### src/rtl/compare_result_tx.sv
// compare_result_tx: sends {A5, result, index hi, index lo} as 8N1 UART bytes.
// Define COMPARE_TX_CHECKSUM_EN to append an XOR checksum byte after index lo.
module compare_result_tx #(
  parameter int CLKS_PER_BIT = 347,
  parameter int INDEX_W      = 12
) (
  input  logic               clk,
  input  logic               reset,
  input  logic               transmit_ready,
  input  logic               result_compare,
  input  logic [INDEX_W-1:0] final_index,
  output logic               tx,
  output logic               busy,
  output logic               done,
  output logic               overrun
);

`ifdef COMPARE_TX_CHECKSUM_EN
  localparam logic [2:0] LAST_BYTE = 3'd4;
`else
  localparam logic [2:0] LAST_BYTE = 3'd3;
`endif

  localparam int BAUD_W = $clog2(CLKS_PER_BIT);
  localparam logic [BAUD_W-1:0] BAUD_LAST = BAUD_W'(CLKS_PER_BIT - 1);

  typedef enum logic [1:0] {
    IDLE,
    START,
    DATA,
    STOP
  } state_t;

  state_t              state_q, state_d;
  logic [BAUD_W-1:0]   baud_q, baud_d;
  logic [2:0]          bit_q, bit_d;
  logic [2:0]          byte_q, byte_d;
  logic                tx_q, tx_d;
  logic                busy_q, busy_d;
  logic                done_q, done_d;
  logic                overrun_q, overrun_d;
  logic                prev_ready_q, prev_ready_d;
  logic                result_q, result_d;
  logic [INDEX_W-1:0]  index_q, index_d;

  logic [15:0] idx_ext;
  logic [7:0]  b1, b2, b3;
  logic [7:0]  cur_byte;
  logic        trig;
  logic        bit_end;

  always_comb begin
    idx_ext = 16'(index_q);
    b1      = {7'b0, result_q};
    b2      = idx_ext[15:8];
    b3      = idx_ext[7:0];
    case (byte_q)
      3'd1:    cur_byte = b1;
      3'd2:    cur_byte = b2;
      3'd3:    cur_byte = b3;
`ifdef COMPARE_TX_CHECKSUM_EN
      3'd4:    cur_byte = 8'hA5 ^ b1 ^ b2 ^ b3;
`endif
      default: cur_byte = 8'hA5;
    endcase
  end

  always_comb begin
    trig         = transmit_ready & ~prev_ready_q;
    bit_end      = (baud_q == BAUD_LAST);
    state_d      = state_q;
    baud_d       = baud_q;
    bit_d        = bit_q;
    byte_d       = byte_q;
    tx_d         = tx_q;
    busy_d       = busy_q;
    done_d       = 1'b0;
    overrun_d    = overrun_q;
    prev_ready_d = transmit_ready;
    result_d     = result_q;
    index_d      = index_q;

    if (state_q != IDLE) begin
      baud_d = bit_end ? '0 : baud_q + BAUD_W'(1);
    end

    unique case (state_q)
      IDLE: begin
        if (trig) begin
          result_d = result_compare;
          index_d  = final_index;
          state_d  = START;
          tx_d     = 1'b0;
          busy_d   = 1'b1;
          baud_d   = '0;
          bit_d    = '0;
          byte_d   = '0;
        end
      end
      START: begin
        if (bit_end) begin
          state_d = DATA;
          bit_d   = '0;
          tx_d    = cur_byte[0];
        end
      end
      DATA: begin
        if (bit_end) begin
          if (bit_q == 3'd7) begin
            state_d = STOP;
            tx_d    = 1'b1;
          end else begin
            bit_d = bit_q + 3'd1;
            tx_d  = cur_byte[bit_d];
          end
        end
      end
      STOP: begin
        if (bit_end) begin
          if (byte_q == LAST_BYTE) begin
            state_d = IDLE;
            busy_d  = 1'b0;
            done_d  = 1'b1;
            byte_d  = '0;
          end else begin
            // next start bit follows the stop bit with no idle gap
            state_d = START;
            byte_d  = byte_q + 3'd1;
            tx_d    = 1'b0;
          end
        end
      end
      default: state_d = IDLE;
    endcase

    if (trig && state_q != IDLE) begin
      overrun_d = 1'b1;
    end
  end

  always_ff @(posedge clk) begin
    if (reset) begin
      state_q      <= IDLE;
      baud_q       <= '0;
      bit_q        <= '0;
      byte_q       <= '0;
      tx_q         <= 1'b1;
      busy_q       <= 1'b0;
      done_q       <= 1'b0;
      overrun_q    <= 1'b0;
      // held high so a level already present at release is not an edge
      prev_ready_q <= 1'b1;
      result_q     <= 1'b0;
      index_q      <= '0;
    end else begin
      state_q      <= state_d;
      baud_q       <= baud_d;
      bit_q        <= bit_d;
      byte_q       <= byte_d;
      tx_q         <= tx_d;
      busy_q       <= busy_d;
      done_q       <= done_d;
      overrun_q    <= overrun_d;
      prev_ready_q <= prev_ready_d;
      result_q     <= result_d;
      index_q      <= index_d;
    end
  end

  assign tx      = tx_q;
  assign busy    = busy_q;
  assign done    = done_q;
  assign overrun = overrun_q;

endmodule

### config.mk
export PLATFORM = sky130hd
export DESIGN_NAME = compare_result_tx
export DESIGN_NICKNAME = d
export VERILOG_FILES = /design/src/rtl/compare_result_tx.sv
export SDC_FILE = /design/constraint.sdc
export NUM_CORES = 1
export LEC_CHECK = 0
export BUFFER_PORTS_ARGS = -buffer_cell sky130_fd_sc_hd__buf_2
export CAP_MARGIN = 25
export CORE_MARGIN = 2
export CORE_UTILIZATION = 55
export DETAILED_ROUTE_END_ITERATION = 7
export PLACE_DENSITY = 0.76
export SYNTH_ARGS = -nofsm -noshare
export SYNTH_HDL_FRONTEND = slang
export SYNTH_SLANG_ARGS = --single-unit
export TNS_END_PERCENT = 10
### constraint.sdc
create_clock -name clk -period 5.7 [get_ports clk]
set_clock_uncertainty 0.15 [all_clocks]
set_input_delay 0.57 -clock clk [delete_from_list [all_inputs] [get_ports clk]]
set_output_delay 0.57 -clock clk [all_outputs]
set_load 0.02 [all_outputs]
==> flow_metrics.tcl, run 1 <==
set metrics [dict create \
    critical_path_arrival_ns 2.36 \
    total_standard_cell_area_after_synthesis_um2 1790 \
    postRouteAntennaNets 0 \
    setup_violating_endpoint_count_in_the_final_report 0 \
    clock_insertion_delay_at_the_later_pin_of_the_skew_report_ns 0.35 \
    syn_area_per_cell_um2 8.08 \
    layout-drive-gt1-share 0.142 \
    yosysUniqueCellTypes 44 \
    cts_tree "built" \
    hold_path_depth 2 \
    fraction_of_post_synthesis_cell_area_in_the_top_cell_type_by_area 0.392 \
    average_wire_per_standard_cell_um 13.3 \
    grt_util_all_layers 0.236 \
    r2r.worst_path.cells 5 \
    total_power_mw 0.658 \
    yosysWarningCount 0 \
    seq_area_frac_synth 0.392 \
    ys_ff_latch 35 \
    netlist_instances 221 \
    hold_fix_buffers_cts 0 \
    routed_wirelength_um 3760 \
    drtPass1Iterations 4 \
    finalWorstPathRequiredPeriod_ns 2.27 \
    fmax_mhz 441 \
    yosysTopAreaCell "dfxtp_1" \
    postSynth.topFlopCell "dfxtp_1" \
    design.die.area_um2 3720 \
    drc_errors 0 \
    initial_utilization 0.580 \
    htreeDepth 2 \
    final-max-slew-violation-count 0 \
    die_height_um 61.0 \
    cts.path.max_buffers 2 \
    critical_path.cell_chain "or4b_1, nor2_1, a22o_1, a21boi_1, o32a_1" \
    top_level_pins 20 \
    grt_first_pass_wirelength_um 6470 \
    n_antenna_cell 0 \
    path_class "reg -> reg" \
    vdd_ir_drop_max_v 0.000259 \
    leakage_nw 0.731 \
    critPathSlowestCell "or4b_1" \
    cts_inserted_buffers 5 \
    worstSetupEndpointType "flip-flop" \
    cp_slowest_stage_delay_ns 0.71 \
    post-route-util 0.639 \
    synthTopCellsByCount "dfxtp_1 (35), nand2_1 (34), a21oi_1 (28)" \
    globalplace.congestion 0.882 \
    dr_total_vias 1632 \
    main_area_contributors_after_synthesis "dfxtp_1 (39%), a21oi_1 (7.8%), ha_1 (7.7%)" \
    final-hold-violation-count 0 \
    yosys.cell_count.top_type "dfxtp_1" \
    rsz0062_at_grt "no" \
    critical_path_cell_count 5 \
    critPathRequiredTime_ns 5.79 \
    die_x_um 61.0 \
    nNetsFinal 266 \
    grt_max_degree 37 \
    portbufs 19 \
    setup_total_negative_slack_ns 0 \
    detail_route.vias_per_cell 5.77 \
    place_hpwl_um 2720 \
    final_critical_path_setup_slack_ns 3.43 \
    power.density_nw_per_um2 335 \
    core.rowCount 20 \
    cts_sinks 35 \
    path_category_of_the_worst_min_delay_check "in -> reg" \
    initialDrtViolationCount 63 \
    max_slew_margin 0.581 \
    via_count_of_the_first_global_routing_pass 1475 \
    status "completed" \
    synth.net_count 248 \
    synthToLayoutAreaGrowth_pct 10.0 \
    synth_enable_flop_cells 0 \
    critical_path.top_delay_family "simple AND/OR/NAND/NOR gates" \
    clock_tree.root_cell "clkbuf_4" \
    worst_slew_pin_slew_ns 0.629 \
    timing.max_cap.violations 0 \
    clkTransAtPathRegs_ns 0.10 \
    number_of_antenna_violations_at_the_first_check_in_global_routing 0 \
    async_reset_ff_frac 0 \
    min_period_over_period 0.398 \
    grt_overflow_total 0 \
    critPathMaxFanout 7 \
    ctsResizeCount 0 \
    design.core.area_um2 3080 \
    cp-start-kind "flip-flop" \
    post-cts-setup-buffer-count 0 \
    final.fill_count 287 \
    place_worst_setup_slack_ns 3.46 \
    critPathBufInv 0 \
]
worst paths after layout:
check,from,to,slack (ns)
worst min-delay path,transmit_ready,prev_ready_q,0.28
worst max register to register,baud_q[7],tx,3.43
worst min register to register,index_q[7],index_q[7],0.31
worst max-delay path,baud_q[7],tx,3.43
power by group:
group          switching (mW)  total, mW  internal, mW
combinational           0.153      0.241        0.0883
sequential             0.0142      0.279         0.265
clock                  0.0807      0.138        0.0571
total                   0.248      0.658         0.411
sequential cells by signal, indices dropped and copies added, names as in the netlist, 2 cells and up:
register / count
byte_q: 3
index_q: 12
baud_q: 9
state_q: 2
bit_q: 3
area by class of cell:
type	instances	area (um2)	share of cell area
multi-input combinational	169	1020	0.519
sequential	35	701	0.356
timing repair buffer	20	103	0.0522
tap	44	55.1	0.0280
clock buffer	6	51.3	0.0261
inverter	8	30.0	0.0153
clock inverter	1	5.00	0.00255
layout by cell type (no fill, tap or decap), types with 2 or more instances in the layout:
cell type	count
nor3_1	3
and3_1	4
nand2_1	34
nand3_1	3
nor3b_1	3
a22oi_1	4
ha_1	11
nand2b_1	2
dfxtp_1	35
o22ai_1	3
nor2b_1	2
o21ai_1	2
nand4_1	3
buf_2	19
a21oi_1	28
a211oi_1	2
nor4b_1	2
mux2i_1	2
inv_1	8
or2_2	2
nand3b_1	3
o21ai_0	15
o21bai_1	2
nor2_1	20
clkbuf_4	5
cells by family after synthesis:
kind of cell | Yosys count | synth area share
compound gates | 68 | 0.229
fa+ha+maj | 11 | 0.0770
buf+inv | 17 | 0.0364
flops | 35 | 0.392
mux | 3 | 0.0238
simple gates | 87 | 0.242
worst register-to-register path: stages (launching register included):
cell      delay, ns
dfxtp_1        0.36
or4b_1         0.71
nor2_1         0.31
a22o_1         0.24
a21boi_1       0.07
o32a_1         0.33
stage by stage:
stage,cell area (um2),instances,hold slack [ns]
floorplan,1790,221,0.283
global placement,1900,275,0.296
detailed placement,1900,275,0.300
CTS,1960,282,0.279
global route,1970,283,0.279
finish,1970,283,0.283
per-layer routing:
layer / global-route usage / share of wire / routed length, um / up-vias
met5: 0 / 0 / 0 / -
met4: 0.0652 / 0.011 / 43 / 0
met3: 0.0576 / 0.052 / 195 / 6
met2: 0.361 / 0.44 / 1640 / 41
met1: 0.333 / 0.50 / 1880 / 760
li1: - / - / - / 825
No activity file was read; power rests on OpenSTA's default activity.
==> inputs of run 2 (changes only) <==
--- a/config.mk
+++ b/config.mk
@@ -5,12 +5,13 @@
 export SDC_FILE = /design/constraint.sdc
 export NUM_CORES = 1
 export LEC_CHECK = 0
+export ABC_AREA = 1
 export BUFFER_PORTS_ARGS = -buffer_cell sky130_fd_sc_hd__buf_2
 export CAP_MARGIN = 25
 export CORE_MARGIN = 2
 export CORE_UTILIZATION = 55
 export DETAILED_ROUTE_END_ITERATION = 7
-export PLACE_DENSITY = 0.76
+export PLACE_DENSITY = 0.75
 export SYNTH_ARGS = -nofsm -noshare
 export SYNTH_HDL_FRONTEND = slang
 export SYNTH_SLANG_ARGS = --single-unit
==> constraint.sdc (replaced) <==
create_clock -name clk -period 2.3 [get_ports clk]
set_clock_uncertainty 0.15 [all_clocks]
set_input_delay 0.23 -clock clk [delete_from_list [all_inputs] [get_ports clk]]
set_output_delay 0.23 -clock clk [all_outputs]
set_load 0.02 [all_outputs]
==> flow_metrics.tcl, run 2 <==
set metrics [dict create \
    status "completed" \
    setup_total_negative_slack_ns 0 \
    yosysTopAreaCell "dfxtp_1" \
    leakage_nw 0.928 \
    finalWorstPathRequiredPeriod_ns 1.91 \
    setup_violating_endpoint_count_in_the_final_report 0 \
    design.die.area_um2 3880 \
    critical_path.cell_chain "inv_1, ha_1, inv_1, nor2_4, a21oi_1, nand3_1, nand2_1, nand2_1, nor2_1" \
    critPathSlowestCell "dfxtp_1" \
    ys_ff_latch 35 \
    min_period_over_period 0.831 \
    synth.net_count 297 \
    yosys.cell_count.top_type "nand2_1" \
    ctsResizeCount 0 \
    seq_area_frac_synth 0.375 \
    grt_first_pass_wirelength_um 6930 \
    dr_total_vias 1744 \
    cts_tree "built" \
    drc_errors 0 \
    commonest_non_fill_non_tap_cell_in_the_layout "nand2_1" \
    timing.max_cap.violations 0 \
    yosysUniqueCellTypes 25 \
    htreeDepth 2 \
    critPathBufInv 2 \
    nNetsFinal 326 \
    grt_overflow_total 0 \
    layout_common_cells "nand2_1 (49), inv_1 (35), dfxtp_1 (35), nor2_1 (32), o21ai_0 (27)" \
    portbufs 19 \
    clock_insertion_delay_at_the_later_pin_of_the_skew_report_ns 0.34 \
    synthTopCellsByCount "nand2_1 (49), dfxtp_1 (35), inv_1 (35)" \
    worst_slew_pin_slew_ns 0.515 \
    max_flop_register "index_q" \
    postSynth.topFlopCell "dfxtp_1" \
    async_reset_ff_frac 0 \
    clock_tree.root_cell "clkbuf_4" \
    synth_fa_ha_area_frac 0.0736 \
    final-max-slew-violation-count 0 \
    path_category_of_the_worst_min_delay_check "in -> reg" \
    top_level_pins 20 \
    rsz0062_at_grt "no" \
    drtPass1Iterations 4 \
    total_power_mw 2.01 \
    critPathMaxFanout 15 \
    average_wire_per_standard_cell_um 10.9 \
    synthToLayoutAreaGrowth_pct 15.3 \
    globalplace.congestion 0.889 \
    design.core.area_um2 3310 \
    cp-start-kind "flip-flop" \
    path_class "reg -> reg" \
    critical_path.top_delay_family "simple AND/OR/NAND/NOR gates" \
    critPathRequiredTime_ns 2.42 \
    layout-drive-gt1-share 0.140 \
    synth-compound-area-share 0.165 \
    routed_wirelength_um 3780 \
    netlist_instances 270 \
    yosysWarningCount 0 \
    die_x_um 62.3 \
    number_of_antenna_violations_at_the_first_check_in_global_routing 0 \
    max_slew_margin 0.656 \
    total_standard_cell_area_after_synthesis_um2 1870 \
    synth.area.mux_share 0 \
    synth_enable_flop_cells 0 \
    power.density_nw_per_um2 931 \
    synth-simple-area-share 0.296 \
    fmax_mhz 523 \
    cts_inserted_buffers 5 \
    synth_top_family_by_area "simple AND/OR/NAND/NOR gates" \
    final-hold-violation-count 0 \
    layout_top_registers "index_q (12), baud_q (9)" \
    initial_utilization 0.565 \
    cts_sinks 35 \
    fraction_of_post_synthesis_cell_area_in_the_top_cell_type_by_area 0.375 \
    initialDrtViolationCount 74 \
    detail_route.vias_per_cell 5.04 \
    postRouteAntennaNets 0 \
    via_count_of_the_first_global_routing_pass 1672 \
    synth_xor_area_frac 0 \
    core.rowCount 21 \
    main_area_contributors_after_synthesis "dfxtp_1 (37%), nand2_1 (9.8%), ha_1 (7.4%)" \
    n_antenna_cell 0 \
    cp_slowest_stage_delay_ns 0.39 \
    critical_path_arrival_ns 2.03 \
    die_height_um 62.3 \
    place_hpwl_um 2660 \
    grt_max_degree 22 \
    syn_area_per_cell_um2 6.92 \
    vdd_ir_drop_max_v 0.000508 \
    cts.path.max_buffers 2 \
    clkTransAtPathRegs_ns 0.10 \
    grt_util_all_layers 0.220 \
    largest_register_ffs 12 \
    worstSetupEndpointType "flip-flop" \
]
-- run 2: cell type report --
class / instances / area (um2)
multi-input cells: 191 / 1000
well taps: 46 / 57.6
inverters: 38 / 143
repair buffers: 28 / 185
clock buffers: 8 / 68.8
flip-flops and latches: 35 / 701
fillers: 326 / 1160
-- run 2: tightest hold or removal path, stage by stage --
cell and delay (ns):
buf_2 0.07, o21ai_0 0.07, a21oi_1 0.10
-- run 2: path summary, 6_finish.rpt --
check | slack [ns] | to | cells after the start | from
setup / recovery | 0.39 | state_q[1] | 9 | state_q[0]
hold / removal | 0.02 | index_q[4] | 3 | final_index[4]
setup reg to reg | 0.39 | state_q[1] | 9 | state_q[0]
hold reg to reg | 0.32 | index_q[5] | 2 | index_q[5]
-- run 2: cells by family (layout without fill, tap and decap cells) --
family | count (synthesis) | after routing
simple gates | 122 | 122
compound gates | 58 | 58
buf+inv | 44 | 74
flops | 35 | 35
fa+ha+maj | 11 | 11
-- run 2: report_power, final --
part	switching [mW]	internal [mW]
registers	0.0698	0.687
logic	0.563	0.309
clock network	0.197	0.180
total	0.829	1.18
-- run 2: repair_timing --
| action | CTS | global route |
|---|---|---|
| setup buffers | 0 | 0 |
| hold endpoints to repair | 9 | 0 |
| hold buffers | 9 | 0 |
| endpoints found under the setup margin | 0 | 0 |
-- run 2: through the flow --
stage / util / hold slack (ns) / setup slack (ns) / instances / area [um2]
5_1_grt: 0.651 / 0.000715 / 0.195 / 346 / 2150
3_3_place_gp: 0.603 / 0.275 / 0.486 / 329 / 2000
4_1_cts: 0.651 / 0.00131 / 0.395 / 346 / 2150
2_1_floorplan: - / 0.149 / 0.664 / 270 / 1870
6_report: 0.651 / 0.0153 / 0.390 / 346 / 2150
3_5_place_dp: 0.603 / 0.280 / 0.411 / 329 / 2000
-- run 2: layer usage --
layer	global-route usage	vias up	wire length, um
li1	-	937	-
met5	0	-	0
met4	0.0972	0	80
met1	0.275	775	1900
met2	0.352	24	1670
met3	0.0634	8	131
